===== src/rtl/cla_seq64.sv =====
// Sequential W-bit adder/subtractor built from one 16-bit carry-lookahead
// adder (cla16). The adder is reused once per 16-bit chunk, LSB chunk first.
// The carry is carried between chunks in a register.

// 16-bit carry-lookahead adder: four 4-bit groups with group generate/propagate.
module cla16 (
    input  logic [15:0] a,
    input  logic [15:0] b,
    input  logic        cin,
    output logic [15:0] sum
);
    logic [15:0] g;
    logic [15:0] p;
    logic [15:0] c;
    logic [3:0]  gg;
    logic [3:0]  pg;
    logic [3:0]  gc;

    assign g = a & b;
    assign p = a ^ b;

    // Group generate and propagate for each 4-bit group.
    always_comb begin
        gg = '0;
        pg = '0;
        for (int unsigned j = 0; j < 4; j++) begin
            gg[j] = g[4*j+3]
                  | (p[4*j+3] & g[4*j+2])
                  | (p[4*j+3] & p[4*j+2] & g[4*j+1])
                  | (p[4*j+3] & p[4*j+2] & p[4*j+1] & g[4*j]);
            pg[j] = p[4*j+3] & p[4*j+2] & p[4*j+1] & p[4*j];
        end
    end

    // Lookahead carries into each group, flattened from cin.
    always_comb begin
        gc    = '0;
        gc[0] = cin;
        gc[1] = gg[0] | (pg[0] & cin);
        gc[2] = gg[1] | (pg[1] & gg[0]) | (pg[1] & pg[0] & cin);
        gc[3] = gg[2] | (pg[2] & gg[1]) | (pg[2] & pg[1] & gg[0])
              | (pg[2] & pg[1] & pg[0] & cin);
    end

    // Bit carries inside each group from the group carry-in.
    always_comb begin
        c = '0;
        for (int unsigned j = 0; j < 4; j++) begin
            c[4*j]   = gc[j];
            c[4*j+1] = g[4*j] | (p[4*j] & gc[j]);
            c[4*j+2] = g[4*j+1] | (p[4*j+1] & g[4*j]) | (p[4*j+1] & p[4*j] & gc[j]);
            c[4*j+3] = g[4*j+2] | (p[4*j+2] & g[4*j+1]) | (p[4*j+2] & p[4*j+1] & g[4*j])
                     | (p[4*j+2] & p[4*j+1] & p[4*j] & gc[j]);
        end
    end

    assign sum = p ^ c;
endmodule

// Top level: request/response handshake around the time-multiplexed cla16.
module cla_seq64 #(
    parameter int NCHUNK = 4
) (
    input  logic                 clk,
    input  logic                 rst_n,
    input  logic                 req_valid,
    output logic                 req_ready,
    input  logic [16*NCHUNK-1:0] req_a,
    input  logic [16*NCHUNK-1:0] req_b,
    input  logic                 req_sub,
    output logic                 resp_valid,
    input  logic                 resp_ready,
    output logic [16*NCHUNK-1:0] resp_sum,
    output logic                 resp_cout,
    output logic                 resp_ovf
);
    localparam int W  = 16 * NCHUNK;
    localparam int IW = (NCHUNK > 1) ? $clog2(NCHUNK) : 1;
    localparam logic [IW-1:0] LAST_IDX = IW'(NCHUNK - 1);

    typedef enum logic [1:0] {IDLE, RUN, DONE} state_t;

    state_t         state;
    state_t         state_next;
    logic [W-1:0]   a_q;
    logic [W-1:0]   b_q;
    logic [W-1:0]   res_q;
    logic [W-1:0]   res_next;
    logic [IW-1:0]  idx;
    logic           carry;
    logic [15:0]    ca;
    logic [15:0]    cb;
    logic [15:0]    cs;
    logic           chunk_cout;
    logic           last;
    logic           accept;

    assign ca         = a_q[idx*16 +: 16];
    assign cb         = b_q[idx*16 +: 16];
    assign chunk_cout = (ca[15] & cb[15]) | ((ca[15] | cb[15]) & ~cs[15]);
    assign last       = (idx == LAST_IDX);
    assign accept     = req_valid & req_ready;

    cla16 u_cla16 (
        .a   (ca),
        .b   (cb),
        .cin (carry),
        .sum (cs)
    );

    // Working result with the current chunk merged in.
    always_comb begin
        res_next = res_q;
        res_next[idx*16 +: 16] = cs;
    end

    // State register.
    always_ff @(posedge clk or negedge rst_n) begin
        if (!rst_n) state <= IDLE;
        else        state <= state_next;
    end

    // Next-state and handshake outputs.
    always_comb begin
        state_next = state;
        req_ready  = 1'b0;
        resp_valid = 1'b0;
        case (state)
            IDLE: begin
                req_ready = 1'b1;
                if (accept) state_next = RUN;
            end
            RUN: begin
                if (last) state_next = DONE;
            end
            DONE: begin
                resp_valid = 1'b1;
                if (resp_ready) state_next = IDLE;
            end
            default: state_next = IDLE;
        endcase
    end

    // Operand latch, per-chunk accumulation; visible outputs load only on the final chunk.
    always_ff @(posedge clk or negedge rst_n) begin
        if (!rst_n) begin
            a_q       <= '0;
            b_q       <= '0;
            res_q     <= '0;
            idx       <= '0;
            carry     <= 1'b0;
            resp_sum  <= '0;
            resp_cout <= 1'b0;
            resp_ovf  <= 1'b0;
        end else begin
            case (state)
                IDLE: begin
                    if (accept) begin
                        a_q   <= req_a;
                        b_q   <= req_sub ? ~req_b : req_b;
                        carry <= req_sub;
                        idx   <= '0;
                    end
                end
                RUN: begin
                    res_q <= res_next;
                    carry <= chunk_cout;
                    if (last) begin
                        resp_sum  <= res_next;
                        resp_cout <= chunk_cout;
                        resp_ovf  <= (a_q[W-1] == b_q[W-1]) & (cs[15] != a_q[W-1]);
                    end else begin
                        idx <= idx + 1'b1;
                    end
                end
                default: ;
            endcase
        end
    end
endmodule


===== config.mk =====
export PLATFORM = sky130hd
export DESIGN_NAME = cla_seq64
export DESIGN_NICKNAME = d
export VERILOG_FILES = /design/src/rtl/cla_seq64.sv
export SDC_FILE = /design/constraint.sdc
export NUM_CORES = 1
export LEC_CHECK = 0
export CORE_ASPECT_RATIO = 1.5
export CORE_MARGIN = 1
export CORE_UTILIZATION = 50
export DETAILED_ROUTE_END_ITERATION = 16
export GPL_ROUTABILITY_DRIVEN = 0
export PLACE_DENSITY = 0.76
export SLEW_MARGIN = 40
export SYNTH_ARGS = -nofsm -noshare
export SYNTH_HDL_FRONTEND = slang
export SYNTH_SLANG_ARGS = --single-unit

===== constraint.sdc =====
create_clock -name clk -period 9.01 [get_ports clk]
set_input_delay 2.703 -clock clk [delete_from_list [all_inputs] [get_ports clk]]
set_output_delay 2.703 -clock clk [all_outputs]
set_load 0.01 [all_outputs]

==> summary.md, run 1 <==
| Metric | Value |
|---|---|
| Outcome | complete, no violations |
| Net Count, Synth | about 1,200 |
| Worst setup margin | about 4.3 ns |
| Mapped cell area | 12,200 µm² |
| Dominant cell type by area after synthesis | dfrtp_1 |
| Die W | 129 µm |
| Fmax | 0.211 GHz |
| Worst hold start | resp_cout |
| Largest net degree at the start of global routing | between 150 and 200 |
| Yosys reg bits | around 260 |
| Clk pin slew, worst setup/hold paths | roughly 0.06 ns |
| Initial Util | 0.512 |
| Die height | between 150 and 200 µm |
| Synthesis-to-layout area growth | 26.2% |
| Worst vdd ir | around 320 µV |
| Layout cells sized above 1 | 0.133 |
| Reg2Reg Setup Slack | approximately 4.3 ns |
| Synthesized instance count | about 1,100 |
| Via density | about 5.7 |
| Unique masters post-synth | 46 |
| # hold bufs at CTS | 0 |
| Die footprint | between 20,000 and 30,000 µm² |
| Initial DRC count | just under 600 |
| Slew @ Worst Pin | roughly 0.8 ns |
| Routed WL per cell | 18.7 µm |
| TritonCTS Buffers | 25 |
| H-tree levels | 1 |
| Hold path cells | 2 |
| Tcrit/Tclk final | 0.526 |
| Worst R2R End | resp_ovf |
| Worst hold slack | 0.483 ns |
| Ports | roughly 200 |
| Layout Cells excl Fill | 1,589 |
| Worst Setup SP | idx[0] |
| Sw Share | 0.439 |
| CTS resizes | 0 |
| EDFF count, synth | 0 |
| Hpwl dp | about 21,000 µm |
| Clock tree buffer depth | 3 |
| Cell area power density | 457 nW/µm² |
| Clock root buffer | clkbuf_16 |
| CTS tree | yes |
| Synth Area in XOR/XNOR | 0.0552 |
| Seq pwr share | 0.281 |
| Cell leakage power | around 6.4 nW |
| Hold EP | resp_cout |
| Yosys top cell area share | 0.540 |
| Worst setup SP type | flop |
| P_sw | between 3 and 4 mW |
| # setup viols final | 0 |
| N_diodes | 0 |
| Async SR Flop Fraction | 1.00 |
| Slew Limit Fails | 0 |
| Setup Buffers After CTS | 0 |
| Post-Synth Adder-Cell Area | 0.0298 |
| Most frequent cells in the layout | 262 x dfrtp_1, 198 x clkdlybuf4s50_1, 166 x nor2_1, 89 x a21oi_1, 78 x nand2_1 |
| Synth Flop Type | dfrtp_1 |
| Largest family of logic cells by synthesized area | compound AO/OA/AOI/OAI gates |
| Crit path max fanout | 39 |
| Worst reg2reg path depth | 14 |
| Initial antenna violation count | 0 |
| Critical path type | reg -> reg |
| Port Buffers | 200 |
| WP data required | around 9.4 ns |
| Worst Hold Class | reg -> reg |
| Worst slack, placed | about 4 ns |
| Final ANT Viol Nets | 0 |
| Post-synthesis mux area share | 0.120 |
| Inst Count DP | roughly 1,500 |
| Simple-gate portion of the synthesized area | 0.0956 |
| Crit path DAT | slightly above 5 ns |
| Core ar. | roughly 24,000 µm² |
| Vias post-DR | approximately 9,000 |
| Syn_area_per_cell | roughly 11 µm² |
| Commonest non-fill, non-tap cell in the layout | dfrtp_1 |
| Area of placed instances | 14,500 µm² |
| Worst r2r src | idx[0] |
| First-pass GRT wire length | between 40,000 and 50,000 µm |
| Clk_lat worst skew | roughly 0.52 ns |
| Design Area, Final | between 15,000 and 20,000 µm² |
| Minimum clock period | about 4.7 ns |
| Clk sinks | between 200 and 300 |
| Crit end category | flop |
| Synth Area in Compound Gates | 0.132 |
| Total Nets Final | about 1,400 |
| Max_slew headroom | 0.446 |
| Fin. Hold Viols | 0 |
| Synth warn | 0 |
| P_int | approximately 3.9 mW |
| Top cells by area, synth | dfrtp_1 54%, mux2_2 5.9%, mux4_2 5.9% |
| Std-Cell Rows | a little under 70 |
| Part of the power in combinational logic | 0.560 |
| Util after Layout | 0.646 |
| First-pass iteration count of the detailed router | 5 |
| Final WL | approximately 30,000 µm |
| Total track usage | 0.247 |
| RSZ-0062 raised after global routing | no |
| Setup TNS | 0 ns |
| Seq/Total Area, Yosys | 0.540 |
| GRT overflow | 0 |
| Final Power | approximately 7 mW |
| Fin Clk Skew | around 0.013 ns |
| Vias in the first global route | between 9,000 and 10,000 |
| Max Cap Violations | 0 |
| Number of remaining DRC errors | 0 |
| Clock Power Share | 0.159 |
area by class of cell:
cell class	count	area, µm²
fillers	1937	8440
inverters	18	67.6
clock inverters	11	160
multi-input cells	732	5310
repair buffers	212	2150
well taps	319	399
clock buffers	34	719
flip-flops and latches	263	6580
worst max-delay path by stage:
stage | to | cells after the start
final | resp_ovf | 14
after global routing | resp_ovf | 14
after CTS | resp_ovf | 14
after detailed placement | a_q[39] | 4
after global placement | a_q[5] | 4
after floorplan | resp_ovf | 16
cell usage after synthesis, types with 9 or more instances:
| library cell | n |
|---|---|
| a21oi_1 | 89 |
| buf_1 | 17 |
| clkbuf_1 | 42 |
| a221oi_1 | 40 |
| nor2_1 | 166 |
| mux4_2 | 32 |
| xnor2_1 | 71 |
| o21ai_0 | 60 |
| dfrtp_1 | 263 |
| o21ai_1 | 12 |
| a22o_1 | 24 |
| buf_2 | 9 |
| nand2_1 | 79 |
| inv_1 | 18 |
| ha_1 | 21 |
| and3_1 | 13 |
| mux2_2 | 64 |
worst max-delay path, stage by stage (launching register included):
cell and delay [ns]:
dfrtp_2 0.34, buf_4 0.58, mux4_2 0.61, ha_1 0.44, a21oi_1 0.20, nor2b_2 0.07, a311oi_4 0.48, o31a_4 0.27
nand2_1 0.09, a21o_1 0.16, a21o_1 0.19, fa_1 0.83, nor2_1 0.10, a21oi_1 0.13, o21ai_0 0.09
logic make-up after synthesis:
kind of cell,count (synthesis)
buf+inv,86
compound gates,248
simple gates,284
xor+xnor,76
fa+ha+maj,26
flops,263
mux,98
metal layers:
metal | global-route usage | share of wire
met5 | 0 | 0
met2 | 0.438 | 0.53
met3 | 0.0243 | 0.047
met4 | 0.0879 | 0.035
met1 | 0.311 | 0.39
registers in the layout, summed over array words and instances, names as in the netlist:
| signal | cells |
|---|---|
| carry | 1 |
| state | 2 |
| resp_cout | 1 |
| idx | 2 |
| resp_sum | 64 |
| resp_ovf | 1 |
| res_q | 64 |
| b_q | 64 |
| a_q | 64 |
power by group through the flow:
| stage | Clock, mW | Combinational [mW] | Sequential (mW) |
|---|---|---|---|
| final | 1.12 | 3.94 | 1.98 |
| after global routing | 1.18 | 4.25 | 2.04 |
| after CTS | 1.13 | 3.94 | 1.98 |
| after global placement | 0 | 3.77 | 1.96 |
| after floorplan | 0 | 2.51 | 1.98 |
| after detailed placement | 0 | 3.91 | 2.00 |
No activity file was read; power rests on OpenSTA's default activity.
==> inputs of run 2 (changes only) <==
Settings changed: CORE_UTILIZATION 50 to 49, PLACE_DENSITY 0.76 to 0.77.
Clock period 9.01 ns to 4 ns, I/O delays scaled along.
==> run 2 against run 1 <==
Non-clock buffer count rose by 19. Critical path depth did not move. Wire length rose by 4.7%. Sequential power rose by 130%. Final cell count rose by 1.3%. Core utilization fell by 1.3 points. Design area rose by 0.45%.
==> summary.md, run 2 (synthesis gave the netlist of run 1 again) <==
| Metric | Value |
|---|---|
| Fmax | about 0.26 GHz |
| Final Power | roughly 16 mW |
| Clk_lat worst skew | 0.52 ns |
| Fin Clk Skew | about 0.011 ns |
| Total Nets Final | 1,429 |
| Layout cells sized above 1 | 0.142 |
| Slew Limit Fails | 0 |
| Util after Layout | 0.632 |
| Max_slew headroom | 0.472 |
| Critical path type | reg -> reg |
| Hpwl dp | 22,300 µm |
| Worst Setup SP | idx[0] |
| Number of remaining DRC errors | 0 |
| First-pass iteration count of the detailed router | 5 |
| Crit path cell chain | buf_12 > mux4_2 > ha_1 > a21oi_1 > nor2_1 > a211oi_1 > o31a_4 > nand2_1 > a21o_1 > a21o_1 > fa_2 > nor2_1 > a21oi_1 > o21ai_0 |
| Setup Buffers After CTS | 0 |
| Worst reg2reg path depth | 14 |
| Register Area | between 6000 and 7000 µm² |
| Vias post-DR | slightly above 9,000 |
| Die footprint | 25,500 µm² |
| Cell area power density | between 1000 and 1500 nW/µm² |
| CTS tree | yes |
| Max Cap Violations | 0 |
| TritonCTS Buffers | 24 |
| Clock root buffer | clkbuf_16 |
| Filler cells | approximately 1,900 |
| Clock tree buffer depth | 3 |
| Slowest CP cell | fa_2 |
| Tcrit/Tclk final | 0.947 |
| Most frequent cells in the layout | 262 x dfrtp_1, 198 x clkdlybuf4s50_1, 166 x nor2_1, 89 x a21oi_1, 78 x nand2_1 |
| Clk pin slew, worst setup/hold paths | about 0.060 ns |
| RSZ-0062 raised after global routing | no |
| Initial DRC count | around 550 |
| Minimum clock period | between 3 and 4 ns |
| Crit path DAT | between 4 and 5 ns |
| WP data required | 4.39 ns |
| CTS resizes | 0 |
| Core ar. | between 20,000 and 25,000 µm² |
| Initial Util | 0.499 |
| Initial antenna violation count | 0 |
| Setup TNS | 0 ns |
| H-tree levels | 1 |
| Die W | around 130 µm |
| Outcome | complete, no violations |
| Die height | 195 µm |
| First-pass GRT wire length | 50,100 µm |
| # setup viols final | 0 |
| Routed WL per cell | between 15 and 20 µm |
| GRT overflow | 0 |
| Final WL | between 30,000 and 40,000 µm |
| Final ANT Viol Nets | 0 |
| Worst r2r src | idx[0] |
| Cell leakage power | roughly 6.5 nW |
| Via density | between 5 and 6 |
| Total track usage | 0.256 |
| Crit path max fanout | 22 |
| Critical Path Sink | resp_ovf |
| N_diodes | 0 |
| Worst Path Buf+Inv | 1 |
| Crit-path leading delay family | compound AO/OA/AOI/OAI gates |
| Largest net degree at the start of global routing | 96 |
| Ports | 201 |
| Worst setup SP type | flop |
| Reg2Reg Setup Slack | ~0.21 ns |
| Worst R2R End | resp_ovf |
| Footprint of the multi-input gates | 5300 µm² |
| Slew @ Worst Pin | a little under 0.8 ns |
| Commonest non-fill, non-tap cell in the layout | dfrtp_1 |
| Clk sinks | about 260 |
| Synthesis-to-layout area growth | 26.8% |
| Crit end category | flop |
| Worst vdd ir | 844 µV |
| # hold bufs at CTS | 0 |
| Worst hold slack | between 0.4 and 0.5 ns |
| Worst Hold Class | reg -> reg |
| Fin. Hold Viols | 0 |
| Std-Cell Rows | 70 |
| Port Buffers | 200 |
| Vias in the first global route | between 9,000 and 10,000 |
| Instance count on the critical path | 14 |
| Critical Path Max Stage Delay | 0.68 ns |
## run 2: cell types whose count changed in the layout (fill, tap and decap cells not counted), sizes merged
| cell | previous run | this run |
|---|---|---|
| clkbuf | 34 | 33 |
| clkinv | 5 | 4 |
| buf | 14 | 33 |
| bufinv | 4 | 2 |
## run 2: worst min-delay path by stage
| stage | startpoint | endpoint | slack [ns] | cells after the start |
|---|---|---|---|---|
| 6_report | res_q[43] | res_q[43] | 0.48 | 2 |
| 5_1_grt | res_q[43] | res_q[43] | 0.50 | 2 |
| 4_1_cts | res_q[10] | res_q[10] | 0.48 | 2 |
| 3_5_place_dp | res_q[11] | res_q[11] | 0.47 | 2 |
| 3_3_place_gp | res_q[10] | res_q[10] | 0.46 | 2 |
| 2_1_floorplan | res_q[10] | res_q[10] | 0.44 | 2 |
## run 2: layout make-up
cell class | count | share of cell area
flip-flops and latches | 263 | 0.426
well taps | 324 | 0.0262
clock buffers | 33 | 0.0444
repair buffers | 231 | 0.150
inverters | 18 | 0.00437
clock inverters | 8 | 0.00615
multi-input cells | 732 | 0.343
## run 2: tightest hold or removal path, cell delays in order, from the launching register on
cell,delay [ns]
dfrtp_1,0.34
nand2_1,0.05
o21ai_1,0.06
## run 2: per-stage QoR
step	cells	setup slack [ns]	cell area [µm²]
final	1609	0.213	15500
after global routing	1609	0.0506	15500
after CTS	1609	0.101	15400
after detailed placement	1568	0.119	14700
after global placement	1568	0.221	14600
after floorplan	1081	0.0377	12200
## run 2: power by group
group / switching, mW / internal (mW) / total (mW)
Clock: 0.963 / 1.32 / 2.29
Sequential: 0.716 / 3.84 / 4.56
Combinational: 5.32 / 3.80 / 9.12
## run 2: routing by layer
layer	GRT usage	share of wire	routed length, µm
met3	0.0282	0.047	1470
met2	0.440	0.52	16200
met1	0.322	0.39	12100
met4	0.112	0.042	1300
met5	0	0	0
